===== src/rtl/spi_status_tx.sv =====
// SPI-slave MISO side of the host link (mode 0, MSB first).
// Returns {status_code, result_field} once per SPI byte slot.
`timescale 1ns/1ps
module spi_status_tx #(
    parameter int unsigned SYNC_STAGES   = 2,
    parameter logic [3:0]  STATUS_RESULT = 4'b1000,
    parameter logic [7:0]  DISABLED_BYTE = 8'hEE
) (
    input  logic       clk,
    input  logic       rst_n,
    input  logic       spi_sclk,
    input  logic       spi_cs_n,
    output logic       spi_miso,
    output logic       miso_oe,
    input  logic [3:0] status_code,
    input  logic [3:0] result_out,
    input  logic       tx_enable,
    output logic       byte_sent,
    output logic       frame_abort,
    output logic       tx_busy
);

    typedef enum logic [1:0] {
        S_IDLE,
        S_LOAD,
        S_SHIFT
    } state_t;

    state_t state, state_d;

    logic [SYNC_STAGES-1:0] sclk_sync;
    logic [SYNC_STAGES-1:0] cs_sync;
    logic                   sclk_s;
    logic                   cs_s;
    logic                   sclk_q;
    logic                   cs_q;
    logic                   sclk_rise_p;
    logic                   sclk_fall_p;
    logic                   cs_rise_p;
    logic                   cs_fall_p;

    logic [7:0] shreg, shreg_d;
    logic [2:0] bit_cnt, bit_cnt_d;
    logic       reload, reload_d;
    logic       seen_rise, seen_rise_d;
    logic       miso_d;
    logic       oe_d;
    logic       busy_d;
    logic       sent_d;
    logic       abort_d;
    logic [7:0] load_byte;

    assign sclk_s = sclk_sync[SYNC_STAGES-1];
    assign cs_s   = cs_sync[SYNC_STAGES-1];

    // CS chain resets low so a CS held low across reset never looks like a fresh fall.
    always_ff @(posedge clk or negedge rst_n) begin
        if (!rst_n) begin
            sclk_sync   <= '0;
            cs_sync     <= '0;
            sclk_q      <= 1'b0;
            cs_q        <= 1'b0;
            sclk_rise_p <= 1'b0;
            sclk_fall_p <= 1'b0;
            cs_rise_p   <= 1'b0;
            cs_fall_p   <= 1'b0;
        end else begin
            sclk_sync   <= {sclk_sync[SYNC_STAGES-2:0], spi_sclk};
            cs_sync     <= {cs_sync[SYNC_STAGES-2:0], spi_cs_n};
            sclk_q      <= sclk_s;
            cs_q        <= cs_s;
            sclk_rise_p <= sclk_s & ~sclk_q;
            sclk_fall_p <= ~sclk_s & sclk_q;
            cs_rise_p   <= cs_s & ~cs_q;
            cs_fall_p   <= ~cs_s & cs_q;
        end
    end

    always_comb begin
        load_byte = DISABLED_BYTE;
        if (tx_enable) begin
            load_byte = {status_code,
                         (status_code == STATUS_RESULT) ? result_out : 4'h0};
        end
    end

    always_comb begin
        state_d     = state;
        shreg_d     = shreg;
        bit_cnt_d   = bit_cnt;
        reload_d    = reload;
        seen_rise_d = seen_rise;
        miso_d      = spi_miso;
        oe_d        = miso_oe;
        busy_d      = tx_busy;
        sent_d      = 1'b0;
        abort_d     = 1'b0;
        unique case (state)
            S_IDLE: begin
                miso_d = 1'b0;
                oe_d   = 1'b0;
                busy_d = 1'b0;
                if (cs_fall_p) begin
                    state_d     = S_LOAD;
                    shreg_d     = load_byte;
                    miso_d      = load_byte[7];
                    oe_d        = 1'b1;
                    busy_d      = 1'b1;
                    bit_cnt_d   = 3'd0;
                    reload_d    = 1'b0;
                    seen_rise_d = 1'b0;
                end
            end
            S_LOAD, S_SHIFT: begin
                state_d = S_SHIFT;
                if (cs_rise_p) begin
                    state_d   = S_IDLE;
                    miso_d    = 1'b0;
                    oe_d      = 1'b0;
                    busy_d    = 1'b0;
                    abort_d   = (bit_cnt != 3'd0);
                    bit_cnt_d = 3'd0;
                    reload_d  = 1'b0;
                end else if (sclk_rise_p) begin
                    bit_cnt_d   = bit_cnt + 3'd1;
                    seen_rise_d = 1'b1;
                    if (bit_cnt == 3'd7) begin
                        sent_d   = 1'b1;
                        reload_d = 1'b1;
                    end
                end else if (sclk_fall_p) begin
                    // A fall with no rise since the last load is a leading idle edge.
                    if (reload) begin
                        shreg_d     = load_byte;
                        miso_d      = load_byte[7];
                        reload_d    = 1'b0;
                        seen_rise_d = 1'b0;
                    end else if (seen_rise) begin
                        shreg_d = {shreg[6:0], 1'b0};
                        miso_d  = shreg[6];
                    end
                end
            end
            default: begin
                state_d = S_IDLE;
            end
        endcase
    end

    always_ff @(posedge clk or negedge rst_n) begin
        if (!rst_n) begin
            state       <= S_IDLE;
            shreg       <= 8'h00;
            bit_cnt     <= 3'd0;
            reload      <= 1'b0;
            seen_rise   <= 1'b0;
            spi_miso    <= 1'b0;
            miso_oe     <= 1'b0;
            tx_busy     <= 1'b0;
            byte_sent   <= 1'b0;
            frame_abort <= 1'b0;
        end else begin
            state       <= state_d;
            shreg       <= shreg_d;
            bit_cnt     <= bit_cnt_d;
            reload      <= reload_d;
            seen_rise   <= seen_rise_d;
            spi_miso    <= miso_d;
            miso_oe     <= oe_d;
            tx_busy     <= busy_d;
            byte_sent   <= sent_d;
            frame_abort <= abort_d;
        end
    end

endmodule

===== config.mk =====
export PLATFORM = sky130hd
export DESIGN_NAME = spi_status_tx
export DESIGN_NICKNAME = d
export VERILOG_FILES = /design/src/rtl/spi_status_tx.sv
export SDC_FILE = /design/constraint.sdc
export NUM_CORES = 1
export LEC_CHECK = 0
export CORE_MARGIN = 4
export CORE_UTILIZATION = 35
export CTS_CLUSTER_DIAMETER = 80
export CTS_CLUSTER_SIZE = 20
export DETAILED_ROUTE_END_ITERATION = 10
export PLACE_DENSITY = 0.62
export SYNTH_ARGS = -nofsm -noshare
export SYNTH_HDL_FRONTEND = slang
export SYNTH_SLANG_ARGS = --single-unit
export TNS_END_PERCENT = 5

===== constraint.sdc =====
create_clock -name clk -period 3.2 [get_ports clk]
set_input_delay 0.48 -clock clk [delete_from_list [all_inputs] [get_ports clk]]
set_output_delay 0.48 -clock clk [all_outputs]
set_load 0.05 [all_outputs]

After elaboration in Yosys (flattened, before gate mapping):

Cells that the tools add are included.

* bits in registers: 28
* input port bits: 13
* output and inout port bits: 5
* logic and storage cells: 97

* $add $sub $neg: 1
* equal/unequal tests: 18
* multiplexer cells: 43
* bitwise operators: 8
* reduce and logical (&&, ||, !) cells: 10

Operators by type and width (number)
* $mux W7: 6
* $mux W1: 23
* $ne A3 B3 Y1 const B: 6
* $pmux W7 S2: 1
* $ne A4 B4 Y1 const B: 3
* $ne A2 B2 Y1 const B: 5
* $mux W3: 3
* $mux W8: 1
* $pmux W1 S2: 4
* $reduce_and A4 Y1: 2
* $pmux W3 S2: 1
* $reduce_and A6 Y1: 1
* $reduce_and A5 Y1: 1
* $and A1 B1 Y1: 4
* $eq A4 B4 Y1 const B: 1
* $mux W2: 2
* $mux W4: 1
* $not A1 Y1: 4
* $pmux W2 S2: 1
* $add A3 B1 Y3 const B: 1
* $eq A3 B3 Y1 const B: 1
* $reduce_and A3 Y1: 1
* $reduce_bool A3 Y1: 1
* $eq A2 B1 Y1 const B: 1
* 5 further kinds: 5

Depth between registers and ports, before layout:

Gate-level depths: netlist of the first run.

* depth in word-level cells: 8
* depth in mapped cells: 8
* gate-level depth less buffers: 6

Worst setup path after synthesis of the first run:

Ideal clock, no wire load.

* kind: register to register
* from: register state[0]
* to: register shreg[1]
* library setup time: 0.125 ns
* data arrival time: 1.680 ns
* data required time: 3.075 ns
* path slack: 1.395 ns
* stages on the path, launching flop included: 8
* buffers on the path: 2
* clock period less this slack: 1.805 ns
* path through: dfrtp_1 -> inv_1 -> ha_1 -> buf_4 -> nor2b_4 -> buf_4 -> a221o_1 -> mux2_4

* longest elaborated chain between the ends: 4
* elaborated cells between the ends (all ways): 12
* those cells by class: eq/ne (7); mux (1); reduce/logical (4)

RTL lines
* start, declared: RTL line 29 `state_t state, state_d;`
* start signal, assigned: RTL line 163 `state <= state_d;`
* $eq A2 B1 Y1 or $eq A2 B2 Y1 (tied branches): RTL line 98 `unique case (state)`
* $reduce_or A2 Y1: RTL line 98
* $ne A3 B3 Y1 (no source line) (tied with other cells)
* $reduce_and A6 Y1 (no source line)
* end signal, assigned: RTL line 164 `shreg <= shreg_d;`
* end, declared: RTL line 42 `logic [7:0] shreg, shreg_d;`

Several ways; a longest one is shown, not always the timed one.
A chain may end at the register's enable or synchronous reset.

Worst setup path in the final report of the first run:

* from: register state[1]
* to: register shreg[1]

Same word-level chain as after synthesis.

==> out/metrics.yaml, run 1 <==
power_and_ir_drop:
  power_mw: 1.43
  ir_drop_mv: 0.272
  p_int_mw: 0.934
  comb_power_share_pct: 46.2
  seqPwrFrac_pct: 34.6
  pwr-share-clk_pct: 19.2
  switching_share_pct: 34.5
  p_sw_mw: 0.491
  power.density_mw_per_mm2: 892
  p_leak_nw: 0.731
timing:
  slew_headroom_pct: 66.9
  slew_violations: 0
  hold_violations: 0
  period_share_pct: 61.7
  fin_crit_ns: 1.97
  rsz0062_at_grt: "no"
  skew_ns: 0.00449
  setup_violations: 0
  max_freq_ghz: 0.507
  fin_tns_setup_ns: 0
  tightest_slew_ns: 0.494
placement:
  gp_congestion: 0.881
  postPlaceCellArea_sq_mm: 0.00153
  numPortBuffers: 17
  hpwl_um: 1830
grt:
  grt_pass1_wl_um: 4230
  antenna_found_initial: 0
  track_usage_pct: 10.9
  grt-ovfl-total: 0
  grt_max_degree: 29
  grt_pass1_vias: 950
synthesis:
  synth_cells: 111
  ys_seq_area_share_pct: 52.9
  ys_async_sr_fraction_pct: 100
  synthMuxAreaShare_pct: 11.2
  yosysUniqueCellTypes: 30
  syn-num-nets: 130
  synth_area_leaders: "dfrtp_1 (53%), mux2_4 (7.9%), ha_1 (5.7%), nor2b_1 (3.8%), o21ai_0 (3.0%)"
  synth-main-ff-cell: "dfrtp_1"
  synth-edff-count: 0
  post-synth-top-area-cell: "dfrtp_1"
  synthAdderAreaFrac_pct: 5.67
  synth_top_cell_area_share_pct: 52.9
  synth_top_family_by_area: "simple AND/OR/NAND/NOR gates"
  synth_xor_xnor_area_share_pct: 0
  synth_seq_cells: 28
  yosys_warnings: 0
  synth_compound_area_share_pct: 12.5
  netlist_area_sq_mm: 0.00132
  syn_avg_cell_area_sq_um: 11.9
  synth-simple-area-share_pct: 12.6
clock_network:
  htree_levels: 1
  clkLatencyLatePin_ns: 0.27
  clock_path_buffers: 2
  cts_sinks: 28
  cts_tree: "built"
  root_buffer: "clkbuf_8"
  clk_pin_slew_ns: 0.09
  cts-buffers-inserted: 3
  ctsResizeCount: 0
  postCtsSetupRepairBufs: 0
  ctsHoldBuffers: 0
worst_setup_path:
  worst-setup-path-type: "register to register"
  max_stage_delay_ns: 0.40
  cp-end-kind: "register"
  required_ns: 3.36
  path_buf_inv: 1
  crit_arrival_ns: 2.13
  crit_path_start_kind: "register"
  crit_fanout: 11
  crit_chain: "inv_1 -> ha_1 -> nor2b_4 -> nor4_1 -> a221o_1 -> mux2_4"
  cpMaxStageDelayCell: "dfrtp_1"
  cp_top_family: "simple AND/OR/NAND/NOR gates"
die:
  start_util_pct: 36.2
  die_h_um: 69.5
  rows: 22
  die_w_um: 69.5
  coreArea_sq_mm: 0.00366
  die_area_sq_mm: 0.00483
  top_level_ports: 18
route:
  vias: 850
  vias_per_cell: 4.80
  wl_met2_um: 1130
  drc: 0
  wl_per_cell_um: 13.5
  drt-met1-wl_um: 1100
  drtPass1Iterations: 4
  drt_wl_total_um: 2390
  ant_nets: 0
  top_layer: "met4"
  route.met3.wl_um: 99
  drt_first_iter_violations: 34
finish:
  fin_util_pct: 43.7
  syn_to_final_growth_pct: 20.8
  diodes: 0
  final_cell_area_sq_mm: 0.00160
  nets: 149
  layout-drive-gt1-share_pct: 13.2
run:
  drv_cap: 0
outcome:
  status: "completed"
min_path:
  hp-class: "register to register"
worst reg2reg max path, delay by kind of cell, from the launching register on:
family,cells,cell delay (ns)
compound gates,1,0.30
fa+ha+maj,1,0.40
flops,1,0.40
simple gates,2,0.43
buf+inv,1,0.08
mux,1,0.26
flip-flops by register name, summed over array words and instances (netlist names):
signal,cells
cs_sync,2
sclk_rise_p,1
cs_q,1
bit_cnt,3
state,2
sclk_q,1
tx_busy,1
cs_rise_p,1
reload,1
sclk_fall_p,1
spi_miso,1
shreg,7
seen_rise,1
cs_fall_p,1
sclk_sync,2
byte_sent,1
frame_abort,1
per-stage QoR:
| stage | setup WS (ns) | hold WS [ns] | instances |
|---|---|---|---|
| final | 1.23 | 0.357 | 177 |
| after global routing | 1.06 | 0.364 | 177 |
| after CTS | 1.22 | 0.360 | 177 |
| after detailed placement | 1.23 | 0.336 | 173 |
| after global placement | 1.28 | 0.333 | 173 |
| after floorplan | 1.39 | 0.184 | 111 |
layer usage:
metal	global-route usage [%]	up-vias
li1	-	421
met1	13.8	399
met2	17.3	24
met3	2.46	6
met4	5.86	0
met5	0	-
placed cells by master (no fill, tap or decap), drive strengths merged, types with 2 or more instances in the layout:
master          n
inv             9
and3            3
dfrtp          28
clkbuf          3
ha              6
nand2b          2
nor2b           9
nor2            4
mux2           10
a21oi           4
o21ai           9
a221o           3
nand2           5
a22o            3
clkdlybuf4s50  17
worst paths after layout:
kind | start | endpoint | slack, ns | cells past startpoint
worst max-delay path | state[1] | shreg[1] | 1.23 | 6
max in group asynchronous | rst_n | cs_fall_p | 2.36 | 2
worst max register to register | state[1] | shreg[1] | 1.23 | 6
worst min register to register | sclk_sync[0] | sclk_sync[1] | 0.36 | 0
worst min-delay path | sclk_sync[0] | sclk_sync[1] | 0.36 | 0
min in group asynchronous | rst_n | bit_cnt[2] | 0.57 | 2
power by group through the flow:
stage | Sequential (mW) | Combinational [mW] | Clock (mW)
floorplan | 0.523 | 0.542 | 0
global placement | 0.494 | 0.643 | 0
detailed placement | 0.498 | 0.666 | 0
CTS | 0.495 | 0.664 | 0.281
global route | 0.506 | 0.739 | 0.296
finish | 0.493 | 0.659 | 0.273
synth_stat cells (all sizes together), types with 2 or more instances:
| cell type | n |
|---|---|
| and3 | 3 |
| nor2 | 4 |
| dfrtp | 28 |
| nand2 | 5 |
| a221o | 3 |
| a22o | 3 |
| inv | 9 |
| buf | 4 |
| nand2b | 2 |
| a21oi | 4 |
| mux2 | 10 |
| ha | 6 |
| nor2b | 9 |
| o21ai | 9 |
cell families (layout without fill, tap and decap cells):
kind of cell / after synthesis / in the layout
muxes: 11 / 11
AOI/OAI and AO/OA: 24 / 24
buffers and inverters: 13 / 31
and+or+nand+nor: 29 / 29
adders and majority gates: 6 / 6
DFF: 28 / 28
final cells by class:
class | count | area (sq um)
inverters | 9 | 33.8
well taps | 48 | 60.1
multi-input cells | 70 | 556
repair buffers | 18 | 178
fillers | 345 | 2060
clock inverters | 1 | 30.0
clock buffers | 3 | 41.3
flip-flops and latches | 28 | 701
Note: power is estimated with default switching activity, not from simulation.
==> run 2, diff against run 1 <==
Clock period 3.2 ns to 1.9 ns, I/O delays scaled along.
==> run 2 against run 1 <==
- first-iteration DRC count decreased by 21%
- sequential cell count unchanged
- global-route usage decreased by 0.38 points
- sequential share of layout area decreased by 1.9 points
- largest cell class unchanged
- utilization increased by 1.9 points
- critical endpoint is now shreg[4]
- power increased by 78%
- via count increased by 5.8%
- highest routed layer unchanged
- die area unchanged
- fmax increased by 11%
- clock power increased by 33%
==> out/metrics.yaml, run 2 (same netlist as run 1, synthesis figures left out) <==
worst_setup_path:
  cp-end-kind: "register"  # unchanged
  endpoint: "shreg[4]"  # was shreg[1]
  crit_path_start_kind: "register"  # unchanged
  worst-setup-path-type: "register to register"  # unchanged
  cp-startpoint: "state[0]"  # was state[1]
  timing.rr.end: "shreg[4]"  # was shreg[1]
  rr_startpoint: "state[0]"  # was state[1]
  ff2ff_setup_slack_ns: 0.12  # was 1.23 ns
  required_ns: 2.06  # was 3.36 ns
  crit_arrival_ns: 1.94  # was 2.13 ns
  crit_fanout: 9  # was 11
  reg2reg_depth: 6  # unchanged
power_and_ir_drop:
  ir_drop_mv: 0.651  # was 0.272 mV
  power.density_mw_per_mm2: 1520  # was 892 mW/mm^2
  p_leak_nw: 0.769  # was 0.731 nW
timing:
  tightest_slew_ns: 0.491  # was 0.494 ns
  slew_headroom_pct: 67.2  # was 66.9%
  slew_violations: 0  # unchanged
  fin_crit_ns: 1.78  # was 1.97 ns
  rsz0062_at_grt: "no"  # unchanged
  hold_violations: 0  # unchanged
  hold_slack_ns: 0.360  # was 0.357 ns
  max_freq_ghz: 0.563  # was 0.507 GHz
  setup_violations: 0  # unchanged
  skew_ns: 0.00211  # was 0.00449 ns
  period_share_pct: 93.4  # was 61.7%
route:
  drt_first_iter_violations: 27  # was 34
  vias: 899  # was 850
  drtPass1Iterations: 4  # unchanged
  ant_nets: 0  # unchanged
  drt_wl_total_um: 2350  # was 2390 um
  wl_per_cell_um: 12.6  # was 13.5 um
  drc: 0  # unchanged
  vias_per_cell: 4.83  # was 4.80
grt:
  met1_usage_pct: 13.4  # was 13.8%
  grt_pass1_vias: 954  # was 950
  grt_max_degree: 29  # unchanged
  grt-ovfl-total: 0  # unchanged
  grt-busiest-layer: "met2"  # unchanged
  antenna_found_initial: 0  # unchanged
  grt_pass1_wl_um: 4160  # was 4230 um
  met3_usage_pct: 2.32  # was 2.46%
  grtUsageMet2_pct: 16.6  # was 17.3%
  track_usage_pct: 10.5  # was 10.9%
finish:
  largest_registers: "shreg: 7 flops, bit_cnt: 3 flops"  # unchanged
  nets: 158  # was 149
  syn_to_final_growth_pct: 26.2  # was 20.8%
  largest-register: "shreg"  # unchanged
  final_cell_area_sq_mm: 0.00167  # was 0.00160 sq mm
  diodes: 0  # unchanged
  final_cell_mix: "dfrtp_1 (28), clkdlybuf4s50_1 (17), buf_4 (10), inv_1 (9)"  # was dfrtp_1 (28), clkdlybuf4s50_1 (17), inv_1 (9), nor2b_1 (8), o21ai_0 (8)
  layout-drive-gt1-share_pct: 21.0  # was 13.2%
  largest_reg_flops: 7  # unchanged
  final_common_cell: "dfrtp_1"  # unchanged
  fill_cells: 338  # was 345
clock_network:
  cts_sinks: 28  # unchanged
  clock_path_buffers: 2  # unchanged
  cts-buffers-inserted: 3  # unchanged
  htree_levels: 1  # unchanged
  clkLatencyLatePin_ns: 0.27  # about the same
  root_buffer: "clkbuf_8"  # unchanged
  clk_pin_slew_ns: 0.09  # about the same
  cts_tree: "built"  # unchanged
run:
  drv_cap: 0  # unchanged
die:
  top_level_ports: 18  # unchanged
  die_w_um: 69.5  # unchanged
  rows: 22  # unchanged
  coreArea_sq_mm: 0.00366  # unchanged
  die_h_um: 69.5  # unchanged
  die_area_sq_mm: 0.00483  # unchanged
  start_util_pct: 36.2  # unchanged
outcome:
  status: "completed"  # unchanged
placement:
  gp_congestion: 0.867  # was 0.881
  numPortBuffers: 17  # unchanged
  postPlaceCellArea_sq_mm: 0.00158  # was 0.00153 sq mm
min_path:
  hp-class: "register to register"  # unchanged
run 2: repair_timing:
action | in CTS | in global routing
gates cloned | 0 | 0
endpoints found under the setup margin | 7 | 7
hold buffers | 0 | 0
resized for setup | 1 | 3
setup buffers | 0 | 2
run 2: per-layer routing:
metal,vias up,wire [um]
met1,429,1080
li1,442,-
met4,0,48
met3,5,92
met2,23,1120
met5,-,0
run 2: report_power, final:
group / switching, mW / internal [mW] / total (mW)
registers: 0.0891 / 0.739 / 0.828
clock network: 0.178 / 0.186 / 0.364
logic: 0.617 / 0.729 / 1.35
run 2: worst max-delay path, stage by stage (launching register included):
cell,delay [ns]
dfrtp_1,0.39
inv_1,0.12
ha_4,0.24
nand2_1,0.07
o21ai_0,0.09
a211o_2,0.43
mux2_4,0.32
run 2: cell type report:
| type | instances | area (sq um) | area share (%) |
|---|---|---|---|
| Clock buffer | 4 | 55.1 | 3.30 |
| Inverter | 9 | 33.8 | 2.02 |
| Multi-Input combinational cell | 70 | 576 | 34.5 |
| Sequential cell | 28 | 701 | 41.9 |
| Tap cell | 48 | 60.1 | 3.60 |
| Timing Repair Buffer | 27 | 245 | 14.7 |
run 2: stage by stage:
step | power [mW] | TNS (ns) | utilization (%) | cells | setup WS [ns]
after global placement | 2.03 | 0 | 43.2 | 180 | 0.0728
after global routing | 2.71 | 0 | 45.6 | 186 | 0.0230
after floorplan | 1.79 | 0 | - | 111 | 0.0949
final | 2.54 | 0 | 45.6 | 186 | 0.125
after detailed placement | 2.08 | -0.00755 | 43.2 | 180 | -0.00382
after CTS | 2.44 | 0 | 44.7 | 184 | 0.0127
run 2: worst min path at each step:
stage / start / endpoint / slack [ns] / cells after the start
3_5_place_dp: sclk_sync[0] / sclk_sync[1] / 0.34 / 0
6_report: sclk_sync[0] / sclk_sync[1] / 0.36 / 0
4_1_cts: sclk_sync[0] / sclk_sync[1] / 0.36 / 0
3_3_place_gp: sclk_sync[0] / sclk_sync[1] / 0.33 / 0
2_1_floorplan: rst_n / bit_cnt[0] / -0.01 / 0
5_1_grt: cs_sync[0] / cs_sync[1] / 0.38 / 0
==> run 3, diff against run 2 <==
Settings changed: GPL_ROUTABILITY_DRIVEN from default to 0, REMOVE_ABC_BUFFERS from default to 1.
==> run 3 against run 2 <==
- sequential cell count did not move
- sequential power grew 0.5%
- critical endpoint is now shreg[2]
- first-iteration DRC count rose by 48%
- via count shrank 0.11%
- fmax shrank 1.3%
==> out/metrics.yaml, run 3 (same netlist as run 1, synthesis figures left out) <==
timing:
  skew_ns: 0.00417  # was 0.00211 ns
  fin_crit_ns: 1.80  # was 1.78 ns
  rsz0062_at_grt: "no"  # unchanged
  hold_violations: 0  # unchanged
  setup_violations: 0  # unchanged
  fin_tns_setup_ns: 0  # unchanged
  tightest_slew_ns: 0.494  # was 0.491 ns
  finalWorstSetupSlack_ns: 0.100  # was 0.125 ns
  slew_violations: 0  # unchanged
  slew_headroom_pct: 67.0  # was 67.2%
  max_freq_ghz: 0.556  # was 0.563 GHz
  period_share_pct: 94.7  # was 93.4%
grt:
  grt-ovfl-total: 0  # unchanged
  track_usage_pct: 10.4  # was 10.5%
  grt_max_degree: 29  # unchanged
  grt_pass1_vias: 943  # was 954
  grt_pass1_wl_um: 4200  # was 4160 um
  antenna_found_initial: 0  # unchanged
outcome:
  status: "completed"  # unchanged
finish:
  diodes: 0  # unchanged
  largest_reg_flops: 7  # unchanged
  syn_to_final_growth_pct: 25.1  # was 26.2%
  layout-drive-gt1-share_pct: 18.7  # was 21.0%
  final_cell_area_sq_mm: 0.00166  # was 0.00167 sq mm
  final_common_cell: "dfrtp_1"  # unchanged
  largest_registers: "shreg: 7 flops, bit_cnt: 3 flops"  # unchanged
  largest-register: "shreg"  # unchanged
  final_cell_mix: "dfrtp_1 (28), clkdlybuf4s50_1 (17), inv_1 (9), nor2b_1 (8), o21ai_0 (8)"  # was dfrtp_1 (28), clkdlybuf4s50_1 (17), buf_4 (10), inv_1 (9)
  nets: 154  # was 158
min_path:
  worstHoldStart: "cs_sync[0]"  # was sclk_sync[0]
  hold_depth: 0  # unchanged
  hp-class: "register to register"  # unchanged
  holdPathEnd: "cs_sync[1]"  # was sclk_sync[1]
die:
  die_w_um: 69.5  # unchanged
  die_h_um: 69.5  # unchanged
  top_level_ports: 18  # unchanged
  start_util_pct: 36.2  # unchanged
  die_area_sq_mm: 0.00483  # unchanged
  rows: 22  # unchanged
  coreArea_sq_mm: 0.00366  # unchanged
clock_network:
  cts-buffers-inserted: 3  # unchanged
  clock_path_buffers: 2  # unchanged
  clkLatencyLatePin_ns: 0.27  # about the same
  cts_sinks: 28  # unchanged
  root_buffer: "clkbuf_8"  # unchanged
  htree_levels: 1  # unchanged
  cts_tree: "built"  # unchanged
  clk_pin_slew_ns: 0.10  # was 0.09 ns
route:
  drt_wl_total_um: 2480  # was 2350 um
  ant_nets: 0  # unchanged
  drtPass1Iterations: 4  # unchanged
  vias_per_cell: 4.93  # was 4.83
  vias: 898  # was 899
  drt_first_iter_violations: 40  # was 27
  wl_per_cell_um: 13.6  # was 12.6 um
  drc: 0  # unchanged
worst_setup_path:
  crit_arrival_ns: 1.97  # was 1.94 ns
  ff2ff_setup_slack_ns: 0.10  # was 0.12 ns
  reg2reg_depth: 6  # unchanged
  rr_startpoint: "state[0]"  # unchanged
  worst-setup-path-type: "register to register"  # unchanged
  crit_fanout: 9  # unchanged
  required_ns: 2.07  # was 2.06 ns
  timing.rr.end: "shreg[2]"  # was shreg[4]
  cp-end-kind: "register"  # unchanged
  crit_path_start_kind: "register"  # unchanged
placement:
  numPortBuffers: 17  # unchanged
  postPlaceCellArea_sq_mm: 0.00155  # was 0.00158 sq mm
  place_ws_ns: -0.0578  # was -0.00382 ns
  hpwl_um: 1770
power_and_ir_drop:
  power.density_mw_per_mm2: 1560  # was 1520 mW/mm^2
  power_mw: 2.58  # was 2.54 mW
  ir_drop_mv: 0.515  # was 0.651 mV
  p_leak_nw: 0.756  # was 0.769 nW
run:
  drv_cap: 0  # unchanged
run 3: cell count changes in the layout (fill, tap and decap cells not counted):
cell,previous run,this run
bufinv_16,0,1
clkbuf_8,4,3
buf_4,10,6
run 3: how the worst max path moves through the flow:
stage,start,to,slack (ns),depth (start not counted)
floorplan,state[0],shreg[1],0.12,6
global placement,state[1],shreg[3],-0.02,6
detailed placement,state[1],shreg[3],-0.06,6
CTS,state[1],shreg[3],0.03,6
global route,state[1],shreg[1],0.03,6
finish,state[0],shreg[2],0.10,6
run 3: per-layer routing:
layer	GRT usage [%]	wire, um	vias to the layer above	part of all wire (%)
met2	17.3	1220	22	49
met5	0	0	-	0
li1	-	-	433	-
met4	1.95	0	0	0
met1	13.9	1130	443	46
met3	2.32	126	0	5.1
run 3: repair_timing:
| item | 4_1_cts | 5_1_grt |
|---|---|---|
| hold buffers | 0 | 0 |
| pin swaps | 1 | 0 |
| resized for setup | 2 | 2 |
| setup endpoints to repair | 7 | 7 |
| setup buffers | 2 | 0 |
run 3: layout make-up:
cell class,instances,area (sq um)
Inverter,9,33.8
Multi-Input combinational cell,70,576
Clock inverter,1,30.0
Timing Repair Buffer,23,215
Tap cell,48,60.1
Clock buffer,3,41.3
Fill cell,342,2000
Sequential cell,28,701
run 3: power breakdown:
| group | switching [mW] | total (mW) | internal [mW] |
|---|---|---|---|
| Clock | 0.188 | 0.470 | 0.282 |
| Combinational | 0.610 | 1.28 | 0.669 |
| Sequential | 0.0933 | 0.832 | 0.738 |
run 3: stage by stage:
stage / cells / utilization (%) / hold WS [ns]
6_report: 182 / 45.2 / 0.358
5_1_grt: 182 / 45.2 / 0.368
4_1_cts: 182 / 44.8 / 0.364
3_5_place_dp: 176 / 42.3 / 0.340
3_3_place_gp: 176 / 42.3 / 0.333
2_1_floorplan: 107 / - / -0.0106
run 3: critical path, stage by stage (launching register included):
cell and delay, ns:
dfrtp_1 0.41, inv_1 0.13, ha_4 0.24, nor2b_4 0.15, buf_4 0.16, a221o_1 0.34
mux2_4 0.27
